File: src/rtl/sierpinski_pattern_gen_if.sv
// rtl/sierpinski_pattern_gen_if.sv - control and row bus between row timing, generator and serialiser
interface sierpinski_pattern_gen_if #(
   parameter int WIDTH = 8,
   parameter int CNT_W = 16
);
   logic             en;
   logic [1:0]       mode;
   logic             load;
   logic [WIDTH-1:0] load_data;
   logic [WIDTH-1:0] state_out;
   logic             step_valid;
   logic             wrap;
   logic [CNT_W-1:0] period;
   logic             lock_recover;
   logic             dead;

   modport master (
      output en, mode, load, load_data,
      input  state_out, step_valid, wrap, period, lock_recover, dead
   );

   modport slave (
      input  en, mode, load, load_data,
      output state_out, step_valid, wrap, period, lock_recover, dead
   );
endinterface

File: src/rtl/sierpinski_pattern_gen.sv
// rtl/sierpinski_pattern_gen.sv - LFSR / rule-90 row generator with seed load, lock-up recovery and period measurement
module sierpinski_pattern_gen #(
   parameter int               WIDTH = 8,
   parameter logic [WIDTH-1:0] TAPS  = 8'hB8,
   parameter logic [WIDTH-1:0] POLY  = 8'h71,
   parameter logic [WIDTH-1:0] SEED  = 8'h01,
   parameter int               CNT_W = 16
) (
   input  logic                     clk,
   input  logic                     rst_n,
   sierpinski_pattern_gen_if.slave  bus
);

   localparam logic [CNT_W-1:0] CNT_MAX = '1;

   logic [WIDTH-1:0] r_state;
   logic [WIDTH-1:0] r_anchor;
   logic [CNT_W-1:0] r_cnt;
   logic [CNT_W-1:0] r_period;
   logic [1:0]       r_mode;
   logic             r_step_valid;
   logic             r_wrap;
   logic             r_lock;

   logic             w_fib_fb;
   logic [WIDTH-1:0] w_fib_next;
   logic [WIDTH-1:0] w_gal_next;
   logic [WIDTH-1:0] w_ca_null;
   logic [WIDTH-1:0] w_ca_wrap;
   logic [WIDTH-1:0] w_next;
   logic             w_mode_chg;
   logic             w_zero_lock;
   logic [WIDTH-1:0] w_base_anchor;
   logic [CNT_W-1:0] w_base_cnt;
   logic [CNT_W-1:0] w_cnt_inc;
   logic             w_hit;

   assign w_fib_fb   = ^(r_state & TAPS);
   assign w_fib_next = {r_state[WIDTH-2:0], w_fib_fb};
   assign w_gal_next = {r_state[WIDTH-2:0], 1'b0} ^ (r_state[WIDTH-1] ? POLY : '0);

   // Rule 90: each cell becomes the XOR of its two neighbours; edges differ only in the missing neighbour
   for (genvar i = 0; i < WIDTH; i++) begin : g_ca
      if (i == 0) begin : g_lo
         assign w_ca_null[i] = r_state[1];
         assign w_ca_wrap[i] = r_state[1] ^ r_state[WIDTH-1];
      end else if (i == WIDTH - 1) begin : g_hi
         assign w_ca_null[i] = r_state[WIDTH-2];
         assign w_ca_wrap[i] = r_state[WIDTH-2] ^ r_state[0];
      end else begin : g_mid
         assign w_ca_null[i] = r_state[i-1] ^ r_state[i+1];
         assign w_ca_wrap[i] = r_state[i-1] ^ r_state[i+1];
      end
   end

   always_comb begin
      w_next = w_fib_next;
      case (bus.mode)
         2'd0:    w_next = w_fib_next;
         2'd1:    w_next = w_gal_next;
         2'd2:    w_next = w_ca_null;
         default: w_next = w_ca_wrap;
      endcase
   end

   // A mode change re-anchors on the current row, so a step on the same edge counts as step 1
   assign w_mode_chg    = (bus.mode != r_mode);
   assign w_base_anchor = w_mode_chg ? r_state : r_anchor;
   assign w_base_cnt    = w_mode_chg ? '0 : r_cnt;
   assign w_cnt_inc     = (w_base_cnt == CNT_MAX) ? CNT_MAX : w_base_cnt + CNT_W'(1);
   assign w_hit         = (w_next == w_base_anchor);
   assign w_zero_lock   = ~bus.mode[1] && (r_state == '0);

   always_ff @(posedge clk or negedge rst_n) begin
      if (!rst_n) begin
         r_state      <= SEED;
         r_anchor     <= SEED;
         r_cnt        <= '0;
         r_period     <= '0;
         r_mode       <= 2'd0;
         r_step_valid <= 1'b0;
         r_wrap       <= 1'b0;
         r_lock       <= 1'b0;
      end else begin
         r_mode       <= bus.mode;
         r_step_valid <= 1'b0;
         r_wrap       <= 1'b0;
         r_lock       <= 1'b0;
         if (bus.load) begin
            r_state  <= bus.load_data;
            r_anchor <= bus.load_data;
            r_cnt    <= '0;
         end else if (bus.en) begin
            r_step_valid <= 1'b1;
            if (w_zero_lock) begin
               // An all-zero LFSR would never leave zero; restart the sequence from the seed
               r_state  <= SEED;
               r_anchor <= SEED;
               r_cnt    <= '0;
               r_lock   <= 1'b1;
            end else begin
               r_state  <= w_next;
               r_anchor <= w_base_anchor;
               if (w_hit) begin
                  r_period <= w_cnt_inc;
                  r_wrap   <= 1'b1;
                  r_cnt    <= '0;
               end else begin
                  r_cnt    <= w_cnt_inc;
               end
            end
         end else begin
            r_anchor <= w_base_anchor;
            r_cnt    <= w_base_cnt;
         end
      end
   end

   assign bus.state_out    = r_state;
   assign bus.step_valid   = r_step_valid;
   assign bus.wrap         = r_wrap;
   assign bus.period       = r_period;
   assign bus.lock_recover = r_lock;
   assign bus.dead         = bus.mode[1] && (r_state == '0);

endmodule

File: src/flat_wrapper.sv
// flat-port wrapper written by rule: the top's interface ports become plain ports
module sierpinski_pattern_gen_flat 
#(
   parameter int               WIDTH = 8,
   parameter logic [WIDTH-1:0] TAPS  = 8'hB8,
   parameter logic [WIDTH-1:0] POLY  = 8'h71,
   parameter logic [WIDTH-1:0] SEED  = 8'h01,
   parameter int               CNT_W = 16
)
  (clk, rst_n, bus_en, bus_mode, bus_load, bus_load_data, bus_state_out, bus_step_valid, bus_wrap, bus_period, bus_lock_recover, bus_dead);
  sierpinski_pattern_gen_if #(.WIDTH(WIDTH), .CNT_W(CNT_W)) bus_i ();
  input  logic clk;
  input  logic rst_n;
  input wire logic [$bits(bus_i.en)-1:0] bus_en;
  input wire logic [$bits(bus_i.mode)-1:0] bus_mode;
  input wire logic [$bits(bus_i.load)-1:0] bus_load;
  input wire logic [$bits(bus_i.load_data)-1:0] bus_load_data;
  output wire logic [$bits(bus_i.state_out)-1:0] bus_state_out;
  output wire logic [$bits(bus_i.step_valid)-1:0] bus_step_valid;
  output wire logic [$bits(bus_i.wrap)-1:0] bus_wrap;
  output wire logic [$bits(bus_i.period)-1:0] bus_period;
  output wire logic [$bits(bus_i.lock_recover)-1:0] bus_lock_recover;
  output wire logic [$bits(bus_i.dead)-1:0] bus_dead;
  assign bus_i.en = bus_en;
  assign bus_i.mode = bus_mode;
  assign bus_i.load = bus_load;
  assign bus_i.load_data = bus_load_data;
  assign bus_state_out = bus_i.state_out;
  assign bus_step_valid = bus_i.step_valid;
  assign bus_wrap = bus_i.wrap;
  assign bus_period = bus_i.period;
  assign bus_lock_recover = bus_i.lock_recover;
  assign bus_dead = bus_i.dead;
  sierpinski_pattern_gen #(.WIDTH(WIDTH), .TAPS(TAPS), .POLY(POLY), .SEED(SEED), .CNT_W(CNT_W)) u_core (.clk(clk), .rst_n(rst_n), .bus(bus_i));
endmodule
File: config.mk
export PLATFORM = sky130hd
export DESIGN_NAME = sierpinski_pattern_gen_flat
export DESIGN_NICKNAME = d
export VERILOG_FILES = /design/src/rtl/sierpinski_pattern_gen_if.sv /design/src/rtl/sierpinski_pattern_gen.sv /design/src/flat_wrapper.sv
export SDC_FILE = /design/constraint.sdc
export NUM_CORES = 1
export LEC_CHECK = 0
export CAP_MARGIN = 20
export CELL_PAD_IN_SITES_DETAIL_PLACEMENT = 0
export CELL_PAD_IN_SITES_GLOBAL_PLACEMENT = 1
export CORE_UTILIZATION = 42
export CTS_BUF_LIST = sky130_fd_sc_hd__clkbuf_8 sky130_fd_sc_hd__clkbuf_16
export CTS_CLUSTER_SIZE = 24
export DETAILED_ROUTE_END_ITERATION = 7
export GPL_ROUTABILITY_DRIVEN = 0
export PLACE_DENSITY = 0.77
export SKIP_LAST_GASP = 1
export SLEW_MARGIN = 5
export SYNTH_ARGS = -nofsm -noshare
export SYNTH_HDL_FRONTEND = slang
export SYNTH_SLANG_ARGS = --single-unit
export TNS_END_PERCENT = 20
File: constraint.sdc
create_clock -name clk -period 3.28 [get_ports clk]
set_input_delay 0.328 -clock clk [delete_from_list [all_inputs] [get_ports clk]]
set_output_delay 0.328 -clock clk [all_outputs]
set_load 0.05 [all_outputs]
==> impl_metrics.prom, run 1 <==
# TYPE chip_impl_metric gauge
chip_impl_metric{name="timing_worst_slew_pin_value",unit="ns"} 0.8350
chip_impl_metric{name="maxCapViolCount",unit=""} 0
chip_impl_metric{name="fillCellCount",unit=""} 674
chip_impl_info{name="ys_dominant_reg_cell",value="sky130_fd_sc_hd__dfrtp_1"} 1
chip_impl_metric{name="cp_data_required_time",unit="ns"} 3.48
chip_impl_metric{name="number_of_hold_buffers_added_after_cts",unit=""} 0
chip_impl_info{name="critical_path.cell_chain",value="clkdlybuf4s50_1, xor2_2, nor2_4, buf_4, a21oi_2, xnor2_1, nor4_4, nand4_2, buf_4, mux2_4"} 1
chip_impl_metric{name="remaining_drc_errors",unit=""} 0
chip_impl_metric{name="global_route_wire_length_before_repair",unit="mm"} 12.89
chip_impl_info{name="cts_tree",value="yes"} 1
chip_impl_metric{name="dr_total_vias",unit=""} 2645
chip_impl_info{name="critical_path.most_common_cell",value="sky130_fd_sc_hd__buf_4"} 1
chip_impl_metric{name="number_of_enable_type_register_cells_in_the_synthesized_netlist",unit=""} 0
chip_impl_info{name="grt_setup_unrepaired",value="no"} 1
chip_impl_metric{name="n_antenna_cell",unit=""} 0
chip_impl_metric{name="post_synth_instance_area",unit="um^2"} 3049
chip_impl_metric{name="seq_area_frac_synth",unit=""} 0.4358
chip_impl_metric{name="timing.slew.headroom",unit=""} 0.4433
chip_impl_metric{name="die_h",unit="um"} 87.21
chip_impl_metric{name="post-dp-hpwl",unit="mm"} 5.609
chip_impl_metric{name="static-leakage-power",unit="nW"} 1.618
chip_impl_metric{name="layout.nets",unit=""} 398
chip_impl_metric{name="maximum_number_of_pins_on_one_net_before_global_route_repair",unit=""} 37
chip_impl_metric{name="grt_pass1_vias",unit=""} 2579
chip_impl_metric{name="cts_buffers",unit=""} 5
chip_impl_metric{name="rows",unit=""} 30
chip_impl_metric{name="detail-route-antenna-nets",unit=""} 0
chip_impl_metric{name="timing_hold_violations_final",unit=""} 0
chip_impl_metric{name="totalNegativeSetupSlack",unit="ns"} 0
chip_impl_metric{name="routed_wire_length_per_instance",unit="um"} 15.85
chip_impl_metric{name="syn-mean-instance-area",unit="um^2"} 9.353
chip_impl_metric{name="cts-root-to-sink-buffers",unit=""} 2
chip_impl_info{name="startpoint_type",value="input pin"} 1
chip_impl_metric{name="postCtsSetupBuffers",unit=""} 0
chip_impl_metric{name="final_clock_skew",unit="ns"} 0.01057
chip_impl_metric{name="design_area",unit="um^2"} 3770
chip_impl_info{name="timing_worst_setup_path_type",value="in -> reg"} 1
chip_impl_metric{name="cts.htree.levels",unit=""} 2
chip_impl_metric{name="postSynthCellCount",unit=""} 326
chip_impl_metric{name="final-setup-viol-count",unit=""} 0
chip_impl_metric{name="irDropWorstVdd",unit="mV"} 0.2601
chip_impl_metric{name="post_dp_cell_area",unit="um^2"} 3659
chip_impl_info{name="critical-path-slowest-cell",value="sky130_fd_sc_hd__clkdlybuf4s50_1"} 1
chip_impl_metric{name="start_util",unit=""} 0.4415
chip_impl_metric{name="worstPathMaxFanout",unit=""} 21
chip_impl_info{name="run_status",value="finished, final reports clean"} 1
chip_impl_metric{name="synthesis.nets",unit=""} 342
chip_impl_metric{name="global_route.overflow_total",unit=""} 0
chip_impl_metric{name="clock_period_minus_worst_slack",unit="ns"} 2.912
chip_impl_metric{name="yosysWarningCount",unit=""} 0
chip_impl_metric{name="areaGrowthSynthToFinish",unit="%"} 23.64
chip_impl_metric{name="grt_antenna_before_repair",unit=""} 0
chip_impl_metric{name="groute.usage.overall",unit=""} 0.2210
chip_impl_metric{name="drt_pre_antenna_iters",unit=""} 4
chip_impl_metric{name="area_taken_by_flip_flops_and_latches",unit="um^2"} 1329
chip_impl_metric{name="power_density",unit="nW/um^2"} 429.7
chip_impl_metric{name="core-area",unit="um^2"} 6907
chip_impl_metric{name="crit_path_max_incr_delay",unit="ns"} 0.65
chip_impl_metric{name="clkLatencyLatePin",unit="ns"} 0.31
chip_impl_metric{name="cp.arrival",unit="ns"} 3.12
chip_impl_metric{name="place_worst_setup_slack",unit="ns"} 0.01784
chip_impl_metric{name="port_buffers",unit=""} 41
chip_impl_metric{name="postSynthRegisterBits",unit=""} 53
chip_impl_metric{name="die_w",unit="um"} 87.21
chip_impl_metric{name="setup_slack",unit="ns"} 0.3678
chip_impl_metric{name="footprint_of_the_multi_input_gates",unit="um^2"} 1624
chip_impl_metric{name="report.power.total",unit="mW"} 1.620
chip_impl_metric{name="cts.repair.resized",unit=""} 0
chip_impl_info{name="root_buffer",value="sky130_fd_sc_hd__clkbuf_8"} 1
chip_impl_metric{name="final_core_utilization",unit=""} 0.5458
chip_impl_metric{name="clk_pin_slew_worst_paths",unit="ns"} 0.10
chip_impl_metric{name="timing.fmax",unit="GHz"} 0.3434
chip_impl_metric{name="fin_hold_ws",unit="ns"} 0.1106
chip_impl_metric{name="yosys.cell_types.count",unit=""} 50
chip_impl_metric{name="finalCritPeriodShare",unit=""} 0.8879
chip_impl_metric{name="non_filler_instance_count_after_layout",unit=""} 479
chip_impl_metric{name="dp.cells",unit=""} 471
chip_impl_metric{name="vias_cell",unit=""} 5.522
chip_impl_metric{name="drive_gt1_frac",unit=""} 0.1253
chip_impl_metric{name="dieArea",unit="um^2"} 7605
chip_impl_metric{name="route.final.wire_length",unit="mm"} 7.594
chip_impl_metric{name="cts.sink_count",unit=""} 53
chip_impl_metric{name="iteration_0_drc_markers",unit=""} 171
chip_impl_metric{name="maxSlewViolCount",unit=""} 0
chip_impl_metric{name="io-pin-count",unit=""} 42
chip_impl_info{name="hold_path_class",value="in -> async"} 1
chip_impl_metric{name="synthArstFlopShare",unit=""} 1.000
chip_impl_info{name="timing.critical_path.to_type",value="register"} 1
[cell usage after synthesis (all sizes together) (4+ instances only)]
library cell  instances  area [um^2]
o31ai                 4        30.03
nor2                 15        63.81
buf                   5        36.28
xor2                  6        67.56
a22o                  7        61.31
xnor2                13        121.4
o21ai                39        195.2
and3                  7        43.79
clkbuf                6        22.52
nor2b                 4        25.02
nand4                 6        43.79
inv                  10        37.54
a221oi                5        43.79
and2                  9        56.30
a21oi                20        107.6
nand2                41        153.9
nand3                18        90.09
dfrtp                51         1276
mux2i                 7        70.07
nor3                 12        60.06
mux2                  9        127.6
[final timing paths]
kind                                          from                     to  slack [ns]  depth (start not counted)
setup / recovery                       bus_mode[0]  u_core.bus.period[12]        0.37                         10
hold / removal                               rst_n        u_core.r_cnt[6]        0.11                          1
setup reg to reg           u_core.bus.state_out[4]        u_core.r_cnt[4]        0.50                         12
hold reg to reg               u_core.bus.period[5]   u_core.bus.period[5]        0.48                          2
max in group asynchronous                    rst_n     u_core.r_anchor[0]        2.36                          2
min in group clk              u_core.bus.period[5]   u_core.bus.period[5]        0.48                          2
[state kept, by name (all words and copies together) (netlist names)]
register	flops
u_core.bus.lock_recover	1
u_core.bus.period	16
u_core.bus.state_out	8
u_core.bus.step_valid	1
u_core.bus.wrap	1
u_core.r_anchor	8
u_core.r_cnt	16
u_core.r_mode	2
[per-layer routing]
metal | global-route usage | wire length [um] | up-vias
li1 | - | - | 1289
met1 | 0.3019 | 3580 | 1283
met2 | 0.3608 | 3569 | 63
met3 | 0.03697 | 303 | 10
met4 | 0.06706 | 140 | 0
met5 | 0 | 0 | -
[power by group]
part,switching (mW),internal (mW)
Combinational,0.270,0.169
Sequential,0.0383,0.692
Clock,0.225,0.226
[kinds of logic (layout without fill, tap and decap cells)]
logic type                 Yosys count  in the layout  synth area share
AOI/OAI and AO/OA                   91             91            0.1879
xor gates and xnor gates            19             19           0.06196
adders and majority gates            2              2          0.008205
buffers and inverters               21             78           0.03160
DFF                                 53             53            0.4358
muxes                               16             16           0.06483
and+or+nand+nor                    124            124            0.2097
[critical path: cells and delay by family]
kind | cells | cell delay, ns
AO/OA/AOI/OAI | 1 | 0.16
XOR/XNOR | 2 | 0.46
buffers and inverters | 3 | 1.08
multiplexers | 1 | 0.32
AND/OR/NAND/NOR | 3 | 0.77
[area by class of cell]
cell class / count / share of cell area
Multi-Input combinational cell: 252 / 0.4308
Sequential cell: 53 / 0.3525
Timing Repair Buffer: 60 / 0.1454
Tap cell: 96 / 0.03186
Clock buffer: 5 / 0.01825
Clock inverter: 3 / 0.01128
Inverter: 10 / 0.009957
[placed cells by master (no fill, tap or decap), types with 7 or more instances in the layout]
cell type / n
sky130_fd_sc_hd__clkdlybuf4s50_1: 40
sky130_fd_sc_hd__and2_1: 9
sky130_fd_sc_hd__buf_4: 19
sky130_fd_sc_hd__and3_1: 7
sky130_fd_sc_hd__nand3_1: 18
sky130_fd_sc_hd__nor3_1: 12
sky130_fd_sc_hd__nand2_1: 41
sky130_fd_sc_hd__mux2_4: 7
sky130_fd_sc_hd__o21ai_0: 39
sky130_fd_sc_hd__xnor2_1: 12
sky130_fd_sc_hd__inv_1: 11
sky130_fd_sc_hd__mux2i_1: 7
sky130_fd_sc_hd__dfrtp_1: 51
sky130_fd_sc_hd__a21oi_1: 18
sky130_fd_sc_hd__a22o_1: 7
sky130_fd_sc_hd__nor2_1: 14
Note: power is estimated with default switching activity, not from simulation.
==> inputs of run 2 (changes only) <==
--- a/config.mk
+++ b/config.mk
@@ -8,6 +8,7 @@
 export CAP_MARGIN = 20
 export CELL_PAD_IN_SITES_DETAIL_PLACEMENT = 0
 export CELL_PAD_IN_SITES_GLOBAL_PLACEMENT = 1
+export CORE_MARGIN = 2
 export CORE_UTILIZATION = 42
 export CTS_BUF_LIST = sky130_fd_sc_hd__clkbuf_8 sky130_fd_sc_hd__clkbuf_16
 export CTS_CLUSTER_SIZE = 24
==> run 2 against run 1 <==
Compared with the run above: clock power decreased by 13%; register-to-register slack improved by 0.05 ns; cell area decreased by 0.30%; sequential share of layout area increased by 0.11 points; routed wire length decreased by 1.2%; sequential power about the same; cell count increased by 0.63%; hold slack got worse by 0.019 ns; clock skew decreased by 0.0025 ns; first-iteration DRC count decreased by 42%.
==> impl_metrics.prom, run 2 (synthesized netlist as in run 1, its figures left out) <==
# TYPE chip_impl_metric gauge
chip_impl_metric{name="fillCellCount",unit=""} 683
chip_impl_info{name="hold_path_class",value="in -> async"} 1
chip_impl_metric{name="report.power.total",unit="mW"} 1.550
chip_impl_metric{name="port_buffers",unit=""} 41
chip_impl_info{name="worstReg2RegEnd",value="u_core.r_cnt[10]"} 1
chip_impl_metric{name="maxCapViolCount",unit=""} 0
chip_impl_info{name="critical_path.most_common_cell",value="sky130_fd_sc_hd__buf_4"} 1
chip_impl_info{name="critical_path.cell_chain",value="clkdlybuf4s50_1, buf_4, and3b_1, or3_1, a22o_1, nand4_1, nor4_4, buf_4, a21oi_2, buf_4, a21oi_1, a21oi_1"} 1
chip_impl_info{name="cts_tree",value="yes"} 1
chip_impl_info{name="run_status",value="finished, final reports clean"} 1
chip_impl_metric{name="timing_hold_violations_final",unit=""} 0
chip_impl_info{name="worstSetupStartpoint",value="bus_mode[0]"} 1
chip_impl_metric{name="non_filler_instance_count_after_layout",unit=""} 482
chip_impl_metric{name="groute.usage.overall",unit=""} 0.2066
chip_impl_metric{name="design_area",unit="um^2"} 3759
chip_impl_metric{name="die_h",unit="um"} 89.21
chip_impl_info{name="timing_worst_setup_path_type",value="in -> reg"} 1
chip_impl_metric{name="detail-route-antenna-nets",unit=""} 0
chip_impl_metric{name="setup_slack",unit="ns"} 0.4452
chip_impl_metric{name="final_clock_skew",unit="ns"} 0.008110
chip_impl_metric{name="number_of_hold_buffers_added_after_cts",unit=""} 0
chip_impl_info{name="critical-path-slowest-cell",value="sky130_fd_sc_hd__clkdlybuf4s50_1"} 1
chip_impl_metric{name="vias_cell",unit=""} 5.485
chip_impl_info{name="startpoint_type",value="input pin"} 1
chip_impl_metric{name="rows",unit=""} 31
chip_impl_metric{name="cts.sink_count",unit=""} 53
chip_impl_metric{name="irDropWorstVdd",unit="mV"} 0.2238
chip_impl_metric{name="drt_pre_antenna_iters",unit=""} 4
chip_impl_metric{name="dieArea",unit="um^2"} 7958
chip_impl_metric{name="global_route.overflow_total",unit=""} 0
chip_impl_metric{name="io-pin-count",unit=""} 42
chip_impl_metric{name="place_worst_setup_slack",unit="ns"} 0.1244
chip_impl_metric{name="timing.fmax",unit="GHz"} 0.3528
chip_impl_metric{name="layout.nets",unit=""} 398
chip_impl_metric{name="dr_total_vias",unit=""} 2644
chip_impl_info{name="most_used_cells_in_the_layout_excluding_fill_and_tap_cells",value="sky130_fd_sc_hd__dfrtp_1, sky130_fd_sc_hd__nand2_1, sky130_fd_sc_hd__clkdlybuf4s50_1"} 1
chip_impl_metric{name="ff2ff_path_depth",unit=""} 12
chip_impl_metric{name="routed_wire_length_per_instance",unit="um"} 15.56
chip_impl_metric{name="cts_buffers",unit=""} 5
chip_impl_metric{name="areaGrowthSynthToFinish",unit="%"} 23.27
chip_impl_metric{name="worstPathMaxFanout",unit=""} 15
chip_impl_metric{name="finalCritPeriodShare",unit=""} 0.8643
chip_impl_metric{name="timing_worst_slew_pin_value",unit="ns"} 0.7731
chip_impl_info{name="grt_setup_unrepaired",value="no"} 1
chip_impl_metric{name="grt_pass1_vias",unit=""} 2612
chip_impl_metric{name="maxSlewViolCount",unit=""} 0
chip_impl_metric{name="die_w",unit="um"} 89.21
chip_impl_metric{name="setup.reg_to_reg.worst_slack",unit="ns"} 0.55
chip_impl_metric{name="cts-root-to-sink-buffers",unit=""} 2
chip_impl_metric{name="global_route_wire_length_before_repair",unit="mm"} 12.78
chip_impl_metric{name="final_core_utilization",unit=""} 0.5266
chip_impl_metric{name="remaining_drc_errors",unit=""} 0
chip_impl_metric{name="cp_data_required_time",unit="ns"} 3.51
chip_impl_metric{name="start_util",unit=""} 0.4272
chip_impl_metric{name="static-leakage-power",unit="nW"} 1.607
chip_impl_metric{name="maximum_number_of_pins_on_one_net_before_global_route_repair",unit=""} 35
chip_impl_metric{name="clock_period_minus_worst_slack",unit="ns"} 2.835
chip_impl_metric{name="route.final.wire_length",unit="mm"} 7.502
chip_impl_metric{name="iteration_0_drc_markers",unit=""} 100
chip_impl_metric{name="clkLatencyLatePin",unit="ns"} 0.31
chip_impl_metric{name="core-area",unit="um^2"} 7137
chip_impl_metric{name="clk_pin_slew_worst_paths",unit="ns"} 0.10
chip_impl_metric{name="crit_path_max_incr_delay",unit="ns"} 0.57
chip_impl_metric{name="dp.cells",unit=""} 474
chip_impl_metric{name="cts.repair.resized",unit=""} 0
chip_impl_metric{name="fin_hold_ws",unit="ns"} 0.09170
chip_impl_metric{name="post_dp_cell_area",unit="um^2"} 3662
chip_impl_info{name="r2r_start",value="u_core.bus.state_out[4]"} 1
chip_impl_metric{name="postCtsSetupBuffers",unit=""} 0
chip_impl_metric{name="grt_antenna_before_repair",unit=""} 0
chip_impl_metric{name="post-dp-hpwl",unit="mm"} 5.556
chip_impl_metric{name="cts.htree.levels",unit=""} 2
chip_impl_metric{name="power_density",unit="nW/um^2"} 412.4
chip_impl_info{name="root_buffer",value="sky130_fd_sc_hd__clkbuf_8"} 1
chip_impl_info{name="timing.critical_path.to",value="u_core.r_cnt[10]"} 1
chip_impl_metric{name="cp.arrival",unit="ns"} 3.07
chip_impl_metric{name="final-setup-viol-count",unit=""} 0
chip_impl_metric{name="drive_gt1_frac",unit=""} 0.1279
chip_impl_info{name="final_common_cell",value="sky130_fd_sc_hd__dfrtp_1"} 1
chip_impl_metric{name="totalNegativeSetupSlack",unit="ns"} 0
chip_impl_metric{name="timing.slew.headroom",unit=""} 0.4846
chip_impl_info{name="timing.critical_path.to_type",value="register"} 1
chip_impl_metric{name="n_antenna_cell",unit=""} 0
-- run 2: cell count changes in the layout (fill, tap and decap cells not counted) --
cell and change:
sky130_fd_sc_hd__inv_1 -1, sky130_fd_sc_hd__clkinv_2 +1, sky130_fd_sc_hd__clkbuf_8 +1, sky130_fd_sc_hd__bufinv_16 -1
-- run 2: report_power, final --
| part | internal (mW) | total, mW | switching (mW) | leakage, nW |
|---|---|---|---|---|
| sequential | 0.692 | 0.729 | 0.0373 | 0.701 |
| combinational | 0.164 | 0.429 | 0.265 | 0.855 |
| clock | 0.172 | 0.392 | 0.220 | 0.0512 |
| total | 1.03 | 1.55 | 0.523 | 1.61 |
-- run 2: area by class of cell --
| cell class | instances | area [um^2] | area share |
|---|---|---|---|
| Clock buffer | 6 | 82.58 | 0.02197 |
| Clock inverter | 2 | 13.76 | 0.003662 |
| Inverter | 10 | 37.54 | 0.009987 |
| Multi-Input combinational cell | 252 | 1624 | 0.4321 |
| Sequential cell | 53 | 1329 | 0.3535 |
| Tap cell | 99 | 123.9 | 0.03296 |
| Timing Repair Buffer | 60 | 548.0 | 0.1458 |
-- run 2: layer usage --
layer	up-vias	global-route usage	wire, um
met2	62	0.3441	3671
met1	1276	0.2809	3469
li1	1299	-	-
met4	0	0.05563	60
met5	-	0	0
met3	7	0.03232	299
-- run 2: how the worst min path moves through the flow --
stage | startpoint | endpoint
final | rst_n | u_core.bus.period[7]
after global routing | rst_n | u_core.bus.period[7]
after CTS | rst_n | u_core.bus.period[9]
after detailed placement | rst_n | u_core.bus.period[7]
after global placement | rst_n | u_core.bus.period[7]
after floorplan | rst_n | u_core.bus.lock_recover
-- run 2: critical path: cells and delay by family --
family                 cells  cell delay, ns
AOI/OAI and AO/OA          4            0.73
buffers and inverters      4            1.22
and+or+nand+nor            4            0.77
==> inputs of run 3 (changes only) <==
--- a/config.mk
+++ b/config.mk
@@ -5,17 +5,17 @@
 export SDC_FILE = /design/constraint.sdc
 export NUM_CORES = 1
 export LEC_CHECK = 0
-export CAP_MARGIN = 20
+export ABC_AREA = 1
+export CAP_MARGIN = 0
 export CELL_PAD_IN_SITES_DETAIL_PLACEMENT = 0
 export CELL_PAD_IN_SITES_GLOBAL_PLACEMENT = 1
 export CORE_MARGIN = 2
-export CORE_UTILIZATION = 42
+export CORE_UTILIZATION = 40
 export CTS_BUF_LIST = sky130_fd_sc_hd__clkbuf_8 sky130_fd_sc_hd__clkbuf_16
 export CTS_CLUSTER_SIZE = 24
 export DETAILED_ROUTE_END_ITERATION = 7
 export GPL_ROUTABILITY_DRIVEN = 0
 export PLACE_DENSITY = 0.77
-export SKIP_LAST_GASP = 1
 export SLEW_MARGIN = 5
 export SYNTH_ARGS = -nofsm -noshare
 export SYNTH_HDL_FRONTEND = slang
==> run 3 against run 2 <==
Compared with the run above: the run now ends with hold timing left; utilization down 4.0 points; clock power decreased by 6.4%; area after synthesis is 13% higher; power fell by 2.2%; sequential cell count unchanged; synthesized cell count rose by 53%; sequential share of layout area decreased by 2.3 points; non-clock buffer count decreased by 9; fmax is 7.5% higher.
==> impl_metrics.prom, run 3 <==
# TYPE chip_impl_metric gauge
chip_impl_info{name="run_status",value="finished, violations left"} 1
chip_impl_info{name="failed_checks",value="hold timing"} 1
chip_impl_metric{name="non_filler_instance_count_after_layout",unit=""} 644
chip_impl_metric{name="cts-root-to-sink-buffers",unit=""} 2
chip_impl_metric{name="number_of_enable_type_register_cells_in_the_synthesized_netlist",unit=""} 0
chip_impl_info{name="startpoint_type",value="input pin"} 1
chip_impl_metric{name="report.power.total",unit="mW"} 1.515
chip_impl_metric{name="areaGrowthSynthToFinish",unit="%"} 17.12
chip_impl_metric{name="post-dp-hpwl",unit="mm"} 7.215
chip_impl_metric{name="grt_util_met2",unit=""} 0.3066
chip_impl_metric{name="clk_pin_slew_worst_paths",unit="ns"} 0.10
chip_impl_info{name="worstSetupStartpoint",value="bus_mode[0]"} 1
chip_impl_metric{name="totalNegativeSetupSlack",unit="ns"} 0
chip_impl_metric{name="route.final.wire_length",unit="mm"} 10.12
chip_impl_info{name="dominant_combinational_cell_family_by_area_after_synthesis",value="simple AND/OR/NAND/NOR gates"} 1
chip_impl_info{name="root_buffer",value="sky130_fd_sc_hd__clkbuf_8"} 1
chip_impl_metric{name="global_route.usage.met1",unit=""} 0.3676
chip_impl_metric{name="fin_hold_ws",unit="ns"} -0.006961
chip_impl_metric{name="grt_pass1_vias",unit=""} 3264
chip_impl_metric{name="die_h",unit="um"} 96.66
chip_impl_metric{name="global_route_met3_utilization",unit=""} 0.03324
chip_impl_metric{name="drt_pre_antenna_iters",unit=""} 5
chip_impl_info{name="synth.area.top_cells",value="sky130_fd_sc_hd__dfrtp_1, sky130_fd_sc_hd__nand2_1, sky130_fd_sc_hd__nand3_1, sky130_fd_sc_hd__inv_1, sky130_fd_sc_hd__nand4_1"} 1
chip_impl_metric{name="global_route.overflow_total",unit=""} 0
chip_impl_metric{name="seq_area_frac_synth",unit=""} 0.3869
chip_impl_metric{name="die_w",unit="um"} 96.66
chip_impl_metric{name="number_of_hold_buffers_added_after_cts",unit=""} 0
chip_impl_metric{name="layout.nets",unit=""} 554
chip_impl_metric{name="synthArstFlopShare",unit=""} 1.000
chip_impl_metric{name="yosysWarningCount",unit=""} 0
chip_impl_metric{name="routed_wire_length_per_instance",unit="um"} 15.72
chip_impl_metric{name="timing_worst_slew_pin_value",unit="ns"} 0.7054
chip_impl_metric{name="postSynthCellCount",unit=""} 498
chip_impl_metric{name="cts_buffers",unit=""} 5
chip_impl_metric{name="final_clock_skew",unit="ns"} 0.009658
chip_impl_metric{name="static-leakage-power",unit="nW"} 2.148
chip_impl_info{name="ys_dominant_reg_cell",value="sky130_fd_sc_hd__dfrtp_1"} 1
chip_impl_metric{name="clock_period_minus_worst_slack",unit="ns"} 2.637
chip_impl_metric{name="irDropWorstVdd",unit="mV"} 0.2331
chip_impl_info{name="synthDominantAreaCellType",value="sky130_fd_sc_hd__dfrtp_1"} 1
chip_impl_metric{name="cp.arrival",unit="ns"} 2.89
chip_impl_metric{name="dp.cells",unit=""} 636
chip_impl_info{name="critical_path.cell_chain",value="clkdlybuf4s50_1, nand2_1, nand2_2, buf_4, nand4_2, nor2_1, inv_1, nor2_1, nand2_2, nand2_1, nand4_1, nand2_1"} 1
chip_impl_info{name="r2r_start",value="u_core.r_mode[1]"} 1
chip_impl_info{name="hold_path_class",value="in -> async"} 1
chip_impl_metric{name="cp_data_required_time",unit="ns"} 3.53
chip_impl_metric{name="groute.usage.overall",unit=""} 0.2227
chip_impl_metric{name="timing.fmax",unit="GHz"} 0.3792
chip_impl_info{name="synth.most_common_cell",value="sky130_fd_sc_hd__nand2_1"} 1
chip_impl_info{name="ys_top_cells_by_count",value="sky130_fd_sc_hd__nand2_1, sky130_fd_sc_hd__nand3_1, sky130_fd_sc_hd__dfrtp_1, sky130_fd_sc_hd__inv_1, sky130_fd_sc_hd__nor2_1"} 1
chip_impl_metric{name="finalCritPeriodShare",unit=""} 0.8041
chip_impl_metric{name="postSynthRegisterBits",unit=""} 53
chip_impl_metric{name="power_density",unit="nW/um^2"} 376.7
chip_impl_metric{name="timing_hold_violations_final",unit=""} 10
chip_impl_metric{name="timing.slew.headroom",unit=""} 0.5280
chip_impl_metric{name="iteration_0_drc_markers",unit=""} 263
chip_impl_metric{name="vias_cell",unit=""} 5.317
chip_impl_metric{name="syn-mean-instance-area",unit="um^2"} 6.897
chip_impl_metric{name="io-pin-count",unit=""} 42
chip_impl_metric{name="design_area",unit="um^2"} 4023
chip_impl_metric{name="core-area",unit="um^2"} 8258
chip_impl_metric{name="maximum_number_of_pins_on_one_net_before_global_route_repair",unit=""} 33
chip_impl_info{name="gr-max-usage-layer",value="met1"} 1
chip_impl_metric{name="detail-route-antenna-nets",unit=""} 0
chip_impl_metric{name="n_antenna_cell",unit=""} 0
chip_impl_metric{name="dr_total_vias",unit=""} 3424
chip_impl_metric{name="synth_compound_gate_area_share",unit=""} 0.05064
chip_impl_metric{name="synth-xor-area-share",unit=""} 0.01494
chip_impl_metric{name="post_synth_mux_area_share",unit=""} 0
chip_impl_info{name="cts_tree",value="yes"} 1
chip_impl_metric{name="postCtsSetupBuffers",unit=""} 0
chip_impl_metric{name="port_buffers",unit=""} 41
chip_impl_metric{name="synth.top_cell.area_share",unit=""} 0.3716
chip_impl_metric{name="remaining_drc_errors",unit=""} 0
chip_impl_info{name="final_common_cell",value="sky130_fd_sc_hd__nand2_1"} 1
chip_impl_metric{name="post_dp_cell_area",unit="um^2"} 3940
chip_impl_metric{name="dieArea",unit="um^2"} 9343
chip_impl_metric{name="global_route_wire_length_before_repair",unit="mm"} 17.03
chip_impl_metric{name="synth_fa_ha_area_frac",unit=""} 0.007286
chip_impl_metric{name="cts.sink_count",unit=""} 53
chip_impl_metric{name="worstPathMaxFanout",unit=""} 29
chip_impl_metric{name="synth-simple-area-share",unit=""} 0.4448
chip_impl_metric{name="final-setup-viol-count",unit=""} 0
chip_impl_metric{name="drive_gt1_frac",unit=""} 0.07978
chip_impl_metric{name="clkLatencyLatePin",unit="ns"} 0.31
chip_impl_info{name="critical-path-slowest-cell",value="sky130_fd_sc_hd__clkdlybuf4s50_1"} 1
chip_impl_metric{name="maxCapViolCount",unit=""} 0
chip_impl_metric{name="crit_path_max_incr_delay",unit="ns"} 0.64
chip_impl_metric{name="maxSlewViolCount",unit=""} 0
chip_impl_info{name="most_used_cells_in_the_layout_excluding_fill_and_tap_cells",value="sky130_fd_sc_hd__nand2_1, sky130_fd_sc_hd__nand3_1, sky130_fd_sc_hd__inv_1"} 1
chip_impl_metric{name="rows",unit=""} 33
chip_impl_info{name="timing.critical_path.to_type",value="register"} 1
chip_impl_metric{name="cts.htree.levels",unit=""} 2
chip_impl_metric{name="cts.repair.resized",unit=""} 0
chip_impl_info{name="critical_path.most_common_cell",value="sky130_fd_sc_hd__nand2_1"} 1
chip_impl_info{name="grt_setup_unrepaired",value="no"} 1
chip_impl_metric{name="start_util",unit=""} 0.4159
chip_impl_metric{name="synthesis.nets",unit=""} 514
chip_impl_metric{name="post_synth_instance_area",unit="um^2"} 3435
chip_impl_info{name="timing_worst_setup_path_type",value="in -> reg"} 1
chip_impl_metric{name="yosys.cell_types.count",unit=""} 32
chip_impl_metric{name="grt_antenna_before_repair",unit=""} 0
[run 3: changes by cell type in the layout (fill, tap and decap cells not counted), moves of 9 or more]
cell,change
sky130_fd_sc_hd__a21oi_1,-18
sky130_fd_sc_hd__and2_1,-9
sky130_fd_sc_hd__nor3_1,-11
sky130_fd_sc_hd__nand2_1,+135
sky130_fd_sc_hd__nand4_1,+15
sky130_fd_sc_hd__inv_1,+42
sky130_fd_sc_hd__xnor2_1,-12
sky130_fd_sc_hd__o21ai_0,-28
sky130_fd_sc_hd__nor2_1,+17
sky130_fd_sc_hd__buf_4,-9
sky130_fd_sc_hd__nand3_1,+67
[run 3: cell families (layout without fill, tap and decap cells)]
family	count (synthesis)	count (layout)
AND/OR/NAND/NOR	334	334
buffers and inverters	77	118
flip-flops	53	53
AO/OA/AOI/OAI	27	27
XOR/XNOR	5	5
adder cells (fa/ha/maj)	2	2
[run 3: layout make-up]
| class | count | area [um^2] |
|---|---|---|
| fillers | 847 | 4235 |
| multi-input cells | 368 | 1778 |
| flip-flops and latches | 53 | 1329 |
| repair buffers | 51 | 480.5 |
| inverters | 59 | 221.5 |
| well taps | 105 | 131.4 |
| clock buffers | 5 | 68.82 |
| clock inverters | 3 | 13.76 |
[run 3: metal layers]
| metal | up-vias | wire length [um] | part of all wire |
|---|---|---|---|
| li1 | 1695 | - | - |
| met1 | 1607 | 5380 | 0.53 |
| met2 | 114 | 4075 | 0.40 |
| met3 | 8 | 584 | 0.058 |
| met4 | 0 | 84 | 0.0083 |
| met5 | - | 0 | 0 |
[run 3: report_power, final]
part,switching (mW),leakage (nW),internal (mW)
Combinational,0.299,1.40,0.136
Sequential,0.0286,0.700,0.685
Clock,0.221,0.0491,0.146
Total,0.549,2.15,0.966
[run 3: critical path: cells and delay by family]
kind | cells | cell delay, ns
and+or+nand+nor | 9 | 1.48
buffers and inverters | 3 | 1.05
[run 3: path summary, 6_finish.rpt]
kind,end,slack (ns),depth (start not counted)
worst max-delay path,u_core.bus.period[1],0.64,12
max in group asynchronous,u_core.bus.state_out[0],2.42,2
worst min register to register,u_core.bus.period[1],0.48,2
min in group clk,u_core.bus.period[1],0.48,2
worst min-delay path,u_core.bus.period[15],-0.007,1
worst max register to register,u_core.bus.period[1],0.83,12
[run 3: stage by stage]
stage	utilization	hold WS, ns	setup WS [ns]
after floorplan	-	0.03241	0.8946
after global placement	0.4771	0.3632	0.3642
after detailed placement	0.4771	0.3492	0.3748
after CTS	0.4871	0.01031	0.6950
after global routing	0.4871	0.03631	0.4212
final	0.4871	-0.006961	0.6426
